<file path="config.mk">
export PLATFORM = sky130hd
export DESIGN_NAME = stopwatch_ctrl
export DESIGN_NICKNAME = d
export VERILOG_FILES = /design/src/rtl/stopwatch_ctrl.sv
export SDC_FILE = /design/constraint.sdc
export NUM_CORES = 1
export LEC_CHECK = 0
export CAP_MARGIN = 20
export CORE_MARGIN = 3
export CORE_UTILIZATION = 30
export CTS_CLUSTER_DIAMETER = 200
export DETAILED_ROUTE_END_ITERATION = 7
export PLACE_DENSITY_LB_ADDON = 0.1
export SYNTH_ARGS = -nofsm -noshare
export SYNTH_HDL_FRONTEND = slang
export SYNTH_SLANG_ARGS = --single-unit
</file>
<file path="constraint.sdc">
create_clock -name clk -period 6.7 [get_ports clk]
set_input_delay 1.34 -clock clk [delete_from_list [all_inputs] [get_ports clk]]
set_output_delay 1.34 -clock clk [all_outputs]
set_load 0.02 [all_outputs]
</file>
<file path="src/rtl/stopwatch_ctrl.sv">
// Stopwatch control sequencer: run/pause FSM, one-second prescaler, seconds count
// (0-59) and the enable/clear strobes for the external minutes counter (0-99).
// Optional build macro: STOPWATCH_SATURATE_EN -- stop in DONE at 99:59 instead of
// wrapping to 00:00.
module stopwatch_ctrl #(
  parameter int unsigned TICKS_PER_SEC = 50_000_000
) (
  input  logic       clk,
  input  logic       rst_n,
  input  logic       start,
  input  logic       stop,
  input  logic       clear,
  input  logic [6:0] minutes,
  output logic [5:0] seconds,
  output logic       min_enable,
  output logic       min_clear,
  output logic [1:0] state,
  output logic       running,
  output logic       done
);

  localparam int unsigned PresW = (TICKS_PER_SEC > 1) ? $clog2(TICKS_PER_SEC) : 1;
  localparam logic [PresW-1:0] PresLast = PresW'(TICKS_PER_SEC - 1);

  typedef enum logic [1:0] {
    StIdle  = 2'd0,
    StRun   = 2'd1,
    StPause = 2'd2,
    StDone  = 2'd3
  } state_e;

  state_e           state_q, state_d;
  logic [PresW-1:0] presc_q, presc_d;
  logic [5:0]       sec_q, sec_d;
  logic             sec_tick;
  logic             sec_wrap;
  logic             at_max;
  logic             tick_go;

  assign sec_tick = (state_q == StRun) && (presc_q == PresLast);
  assign sec_wrap = (sec_q == 6'd59);
  // A tick only takes effect when no clear or stop discards it.
  assign tick_go  = sec_tick && !stop && !clear;

`ifdef STOPWATCH_SATURATE_EN
  assign at_max = (minutes == 7'd99) && sec_wrap;
`else
  logic unused_minutes;
  assign unused_minutes = ^minutes;
  assign at_max         = 1'b0;
`endif

  // State register.
  always_ff @(posedge clk or negedge rst_n) begin
    if (!rst_n) begin
      state_q <= StIdle;
    end else begin
      state_q <= state_d;
    end
  end

  // Next-state decode; clear beats stop beats start.
  always_comb begin
    state_d = state_q;
    if (clear) begin
      state_d = StIdle;
    end else begin
      unique case (state_q)
        StIdle:  if (start) state_d = StRun;
        StRun: begin
          if (stop) begin
            state_d = StPause;
          end else if (sec_tick && at_max) begin
            state_d = StDone;
          end
        end
        StPause: if (!stop && start) state_d = StRun;
        StDone:  state_d = StDone;
        default: state_d = StIdle;
      endcase
    end
  end

  // Prescaler and seconds registers.
  always_ff @(posedge clk or negedge rst_n) begin
    if (!rst_n) begin
      presc_q <= '0;
      sec_q   <= '0;
    end else begin
      presc_q <= presc_d;
      sec_q   <= sec_d;
    end
  end

  // Prescaler/seconds next values; a stop on the tick cycle parks the prescaler at its
  // last count so the tick fires on the first cycle after resume.
  always_comb begin
    presc_d = presc_q;
    sec_d   = sec_q;
    if (clear) begin
      presc_d = '0;
      sec_d   = '0;
    end else begin
      unique case (state_q)
        StIdle, StDone: presc_d = '0;
        StPause:        presc_d = presc_q;
        StRun: begin
          if (sec_tick) begin
            if (!stop) begin
              presc_d = '0;
              if (!at_max) begin
                sec_d = sec_wrap ? 6'd0 : sec_q + 6'd1;
              end
            end
          end else begin
            presc_d = presc_q + PresW'(1);
          end
        end
        default: presc_d = '0;
      endcase
    end
  end

  // Outputs: strobes are combinational so minutes and seconds move on the same edge.
  always_comb begin
    seconds    = sec_q;
    state      = state_q;
    running    = (state_q == StRun);
    done       = (state_q == StDone);
    min_clear  = clear;
    min_enable = tick_go && sec_wrap && !at_max;
  end

endmodule
</file>
# Word-level counts from Yosys, hierarchy flattened
# Index checks and enable logic that the tools add are counted.
# op_classes
add_sub_neg,2
muxes,14
n_reduce_logical,14
eq_ne,11
# op_table
cell,n
$mux W26,3
$pmux W26 S2,1
$mux W6,5
$add A26 B1 Y26 const B,1
$eq A26 B26 Y1 const B,1
$ne A3 B3 Y1 const B,3
$mux W2,4
$pmux W2 S4,1
$add A6 B1 Y6 const B,1
$eq A6 B6 Y1 const B,1
$reduce_and A3 Y1,2
$logic_and A1 B1 Y1,5
$eq A2 B2 Y1 const B,2
$ne A4 B4 Y1 const B,1
$reduce_bool A2 Y1,2
$eq A2 B1 Y1 const B,1
$logic_not A1 Y1,2
$logic_not A2 Y1,1
$ne A2 B1 Y1 const B,1
$ne A2 B2 Y1 const B,1
$reduce_and A2 Y1,1
$reduce_or A2 Y1,1
# word_totals
elab_cells,44
in_bits,12
ff_bits,34

# Logic depth before layout (Yosys ltp)
# Gate-level depths: netlist of run 1.
# depth
ltp_word,6
ltp_mapped,8
mapped_depth_nobuf,6

# Least setup slack after synthesis of run 1
# OpenSTA, ideal clock, no wires.
# synth_timing
path_type,reg2out
start,register presc_q[0]
end,output min_enable
path_buffers,1
stages_incl_launch_ff,7
arrival_ps,2434
path_slack_ps,2926
path_cell_list,dfrtp_1 -> ha_1 -> clkbuf_1 -> nand4b_1 -> or4_1 -> or2_2 -> nor4bb_1
# synth_via
elab_chain_cells,5
# synth_lines
element,line_no,rtl
"start, declared",33,"logic [PresW-1:0] presc_q, presc_d;"
"start signal, assigned",90,presc_q <= presc_d;
$eq A26 B26 Y1,40,assign sec_tick = (state_q == StRun) && (presc_q == PresLast);
$logic_and A1 B1 Y1,40,
$logic_and A1 B1 Y1 (2 in series),43,assign tick_go = sec_tick && !stop && !clear;
$logic_and A1 B1 Y1,131,min_enable = tick_go && sec_wrap && !at_max;
"end, declared",15,"output logic min_enable,"
# No other way between the ends.

# Final worst setup path of run 1
# layout_timing
start,input clear
end,output min_enable
# layout_via
elab_chain_cells,3
# layout_lines
element,line_no,rtl
"start, declared",12,"input logic clear,"
$logic_not A1 Y1,43,
$logic_and A1 B1 Y1,43,
$logic_and A1 B1 Y1,131,
# No other way between the ends.

==> flow_summary.yaml, run 1 <==
sta:
  hold_viol_final: 0
  relSlewSlack_pct: 43.6
  drv_slew: 0
  rsz0062_at_grt: "no"
  setup_viol: 0
  timing.fmax_mhz: 210
  finalSetupTns_ps: 0
  worst_pin_slew_ps: 846
  finalCritPeriodShare_pct: 71.1
  period_needed_ps: 4760
  clock_skew_ps: 5.86
worst_setup_path:
  crit_path_end_kind: "output port"
  start_kind: "input port"
  crit_chain: "clkdlybuf4s50_1 -> nor3b_1 -> nor4bb_1 -> clkdlybuf4s50_1"
  max_stage_delay_ps: 650
  regToRegEndpoint: "presc_q[24]$_DFFE_PN0P_"
  worstSetupPathType: "in -> out"
  critPathMaxFanout: 13
  path_buf_inv: 2
  cp.required_ps: 5360
  crit_arrival_ps: 3420
  worstReg2RegStart: "presc_q[0]$_DFFE_PN0P_"
  rr_worst_depth: 6
  r2r_slack_ps: 3960
  crit_top_cell: "clkdlybuf4s50_1"
  crit_family: "buffers and inverters"
  slowest_stage: "clkdlybuf4s50_1"
route:
  viasPerCell: 5.80
  finalWirelength_um: 5400
  remaining_drc_errors: 0
  ant_nets: 0
  drt_iter0_markers: 101
  drt-pass1-iter-count: 4
  vias: 1885
  wire_per_inst_um: 16.6
floorplan:
  fp.dieH_um: 88.7
  initial_core_util_pct: 31.6
  dieArea_mm2: 0.00787
  ios: 24
  rows: 29
  die_w_um: 88.7
  core-area_mm2: 0.00649
hold_path:
  hold_path.class: "reg -> reg"
  whs_endpoint: "presc_q[15]$_DFFE_PN0P_"
  min_from: "presc_q[15]$_DFFE_PN0P_"
  min_path_cells: 1
grt:
  grt_max_degree: 35
  antenna_found_initial: 0
  grt_pass1_wl_um: 9180
  grt_overflow: 0
  grt_pass1_vias: 1798
  gr-usage-all-layers_pct: 15.0
layout:
  postLayoutCoreUtil_pct: 36.4
  drive_above_1_share_pct: 7.26
  diodes: 0
  layoutNonFillerInstCount: 325
  finalNetCount: 264
  syn_to_final_growth_pct: 15.1
synth:
  seq_area_frac_synth_pct: 41.5
  syn_area_per_cell_um2: 8.73
  syn_area_mm2: 0.00205
  yosysWarnings: 0
  synth_seq_cells: 34
  synth-edff-count: 0
  synthDistinctLibCells: 42
  syn_nets: 250
  async_reset_ff_share_pct: 100
  netlist_instances: 235
  ys.flop_type: "dfrtp_1"
flow_run:
  maxCapViolations: 0
place:
  io_buffers: 16
  dp_hpwl_um: 3720
  place_congestion: 0.776
  dp_cells: 319
clock_network:
  cts_resized: 0
  cts_setup_buffers: 0
  cts_tree: "built"
  cts_buffer_depth: 2
  cts_buffers: 5
  clk_latency_ps: 290
  cts_root_buf: "clkbuf_8"
  cts_sinks: 34
  hold_buffers: 0
  h-tree-depth: 2
  clk_pin_slew_worst_paths_ps: 70
status:
  outcome: "finished clean"
pwr:
  p_leak_nw: 0.819
  powerDensity_mw_per_mm2: 165
  ir_drop_v: 0.0000762
==> synthesized netlist by cell type, drive strengths merged (5+ instances only) <==
cell type | instances | area share (%)
dfrtp | 34 | 41
nor2 | 22 | 4.0
a21oi | 20 | 4.9
nand3 | 18 | 4.6
nand4 | 15 | 4.6
o21ai | 15 | 3.7
nand2 | 13 | 2.4
or3 | 12 | 3.7
clkbuf | 10 | 1.8
or4 | 8 | 3.3
nor3 | 7 | 1.7
xor2 | 7 | 3.0
nor3b | 5 | 1.8
==> layout by cell type (no fill, tap or decap), drive strengths merged, types with 2 or more instances in the layout <==
cell	n
dfrtp	34
nor2	22
a21oi	20
nand3	18
nand4	15
clkdlybuf4s50	15
o21ai	15
nand2	13
or3	12
or4	8
xor2	7
nor3	7
clkbuf	6
nor3b	5
o31ai	4
nor4	4
and2	3
inv	3
and3	3
mux2i	3
ha	3
buf	3
nor2b	2
nand4b	2
nor4b	2
o21a	2
a211oi	2
nand2b	2
nand3b	2
a32o	2
==> per-stage QoR <==
step | power (W) | hold WS (ps) | setup slack (ps) | cell area (um^2)
after floorplan | 0.000227 | 486 | 2930 | 2050
after global placement | 0.000241 | 529 | 1900 | 2280
after detailed placement | 0.000241 | 518 | 1900 | 2280
after CTS | 0.000398 | 534 | 1910 | 2360
after global routing | 0.000409 | 549 | 1730 | 2360
final | 0.000390 | 544 | 1940 | 2360
==> area by class of cell <==
type | count | area (um^2)
fill | 671 | 4130
multi-input combinational | 187 | 1150
sequential | 34 | 851
timing repair buffer | 18 | 170
tap | 77 | 96.3
clock buffer | 6 | 82.6
inverter | 3 | 11.3
==> kinds of logic after synthesis <==
group	after synthesis	share of synthesized area, %
AND/OR/NAND/NOR	124	34.8
multiplexers	4	2.01
adder cells (fa/ha/maj)	3	1.83
buffers and inverters	14	2.74
flip-flops	34	41.5
AO/OA/AOI/OAI	49	14.2
XOR/XNOR	7	2.99
==> worst reg2reg max path, cell delays in order (launching register included) <==
cell and delay (ps):
dfrtp_1 450, ha_1 420, nand4b_1 130, or4_1 500
nor3_1 260, o21a_1 710, nor2_1 120
==> where the power goes <==
part | internal (W) | switching [W] | total [W]
clock | 0.0000793 | 0.0000746 | 0.000154
combinational | 0.00000915 | 0.0000173 | 0.0000264
sequential | 0.000207 | 0.00000293 | 0.000209
==> registers in the layout, summed over array words and instances (netlist names) <==
signal / count
presc_q: 26
seconds: 6
state: 2
==> worst max path at each step <==
stage	endpoint	start	cells after the start
final	min_enable	clear	4
after global routing	min_enable	clear	4
after global placement	min_enable	clear	4
after detailed placement	min_enable	clear	4
after floorplan	min_enable	presc_q[0]$_DFFE_PN0P_	6
after CTS	min_enable	clear	4
==> layer usage <==
layer  wire (um)  global-route usage, %
met5           0                      0
met4          53                   4.53
met3         186                   2.79
met2        2590                   25.6
met1        2570                   19.2
(Power assumes the default switching activity.)
==> run 2, diff against run 1 <==
- clock period: 6.7 -> 4.2 ns (I/O delays scaled with it)
==> flow_summary.yaml, run 2 (synthesized netlist as in run 1, its figures left out) <==
grt:
  grt_pass1_wl_um: 9110
  grt_max_degree: 35
  grt_overflow: 0
  gr-usage-all-layers_pct: 15.0
  grt_pass1_vias: 1772
  antenna_found_initial: 0
floorplan:
  fp.dieH_um: 88.7
  rows: 29
  ios: 24
  die_w_um: 88.7
  dieArea_mm2: 0.00787
  initial_core_util_pct: 31.6
  core-area_mm2: 0.00649
status:
  outcome: "finished clean"
pwr:
  powerDensity_mw_per_mm2: 264
  ir_drop_v: 0.000168
  p_leak_nw: 0.839
  switching_share_pct: 24.3
  pwr-share-clk_pct: 40.1
  combPwrFrac_pct: 7.0
  switchingPower_w: 0.000153
  power.internal_w: 0.000478
  seqPwrFrac_pct: 52.9
layout:
  final_cell_mix: "dfrtp_1, nor2_1, a21oi_1, nand3_1"
  drive_above_1_share_pct: 8.70
  largest_reg_flops: 26
  fillers: 690
  diodes: 0
  layoutNonFillerInstCount: 330
  layout_commonest_cell: "dfrtp_1"
  postLayoutCoreUtil_pct: 36.8
  top_register: "presc_q"
  finalNetCount: 267
  syn_to_final_growth_pct: 16.6
hold_path:
  hold_path.class: "reg -> reg"
  min_path_cells: 1
  min_from: "presc_q[15]$_DFFE_PN0P_"
  whs_endpoint: "presc_q[15]$_DFFE_PN0P_"
sta:
  setup_viol: 0
  drv_slew: 0
  finalSetupTns_ps: 0
  timing.fmax_mhz: 271
  finalCritPeriodShare_pct: 87.8
  worst_pin_slew_ps: 808
  whs_ps: 537
  clock_skew_ps: 5.19
  period_needed_ps: 3690
  relSlewSlack_pct: 46.1
  rsz0062_at_grt: "no"
  layout_setup_ws_ps: 513
  hold_viol_final: 0
clock_network:
  cts_tree: "built"
  cts_buffer_depth: 2
  clk_pin_slew_worst_paths_ps: 70
  h-tree-depth: 2
  cts_root_buf: "clkbuf_8"
  cts_sinks: 34
  cts_buffers: 5
  hold_buffers: 0
  clk_latency_ps: 280
  cts_resized: 0
  cts_setup_buffers: 0
worst_setup_path:
  regToRegEndpoint: "seconds[2]$_DFFE_PN0P_"
  crit_arrival_ps: 2850
  r2r_slack_ps: 1710
  worstReg2RegStart: "presc_q[13]$_DFFE_PN0P_"
  critPathMaxFanout: 7
  worstSetupPathType: "reg -> out"
  start_kind: "register"
  crit_path_end_kind: "output port"
  rr_worst_depth: 5
  cp.required_ps: 3360
route:
  drt-pass1-iter-count: 4
  remaining_drc_errors: 0
  ant_nets: 0
  drt_iter0_markers: 48
  wire_per_inst_um: 16.3
  viasPerCell: 5.54
  finalWirelength_um: 5370
  vias: 1827
flow_run:
  maxCapViolations: 0
place:
  dp_cells: 322
  dp_hpwl_um: 3780
  io_buffers: 16
  place_ws_ps: 812
  place_congestion: 0.806
[run 2: power groups by stage]
stage                     sequential (W)  combinational, W  clock (W)
after floorplan                 0.000340         0.0000216          0
after global placement          0.000340         0.0000458          0
after detailed placement        0.000340         0.0000458          0
after CTS                       0.000334         0.0000461   0.000266
after global routing            0.000334         0.0000488   0.000281
final                           0.000334         0.0000442   0.000253
[run 2: how the worst max path moves through the flow]
stage | depth (start not counted) | start | to
global placement | 5 | presc_q[2]$_DFFE_PN0P_ | min_enable
detailed placement | 5 | presc_q[2]$_DFFE_PN0P_ | min_enable
CTS | 5 | presc_q[2]$_DFFE_PN0P_ | min_enable
finish | 5 | presc_q[2]$_DFFE_PN0P_ | min_enable
floorplan | 6 | presc_q[0]$_DFFE_PN0P_ | min_enable
global route | 5 | presc_q[2]$_DFFE_PN0P_ | min_enable
[run 2: layout make-up]
cell class | instances | area, um^2 | share of cell area (%)
timing repair buffer | 21 | 193 | 8.05
sequential | 34 | 851 | 35.6
clock inverter | 1 | 5.00 | 0.209
inverter | 3 | 11.3 | 0.471
tap | 77 | 96.3 | 4.03
multi-input combinational | 187 | 1150 | 48.1
clock buffer | 7 | 86.3 | 3.61
[run 2: critical path, cell delays in order, from the launching register on]
cell	delay, ps
dfrtp_1	450
nand3_2	190
or4_1	630
or2_2	370
nor4bb_1	270
clkdlybuf4s50_1	650
[run 2: routing by layer]
| layer | part of all wire [%] | vias to the layer above | GRT usage (%) | wire length (um) |
|---|---|---|---|---|
| met3 | 3.2 | 4 | 2.89 | 174 |
| met1 | 51 | 882 | 20.5 | 2720 |
| met4 | 0.95 | 0 | 4.12 | 51 |
| li1 | - | 918 | - | - |
| met5 | 0 | - | 0 | 0 |
| met2 | 45 | 23 | 24.1 | 2420 |
[run 2: per-stage QoR]
step                total power (W)  instance area, um^2
finish                     0.000631                 2390
global route               0.000664                 2390
CTS                        0.000646                 2390
detailed placement         0.000386                 2300
global placement           0.000386                 2300
floorplan                  0.000361                 2050
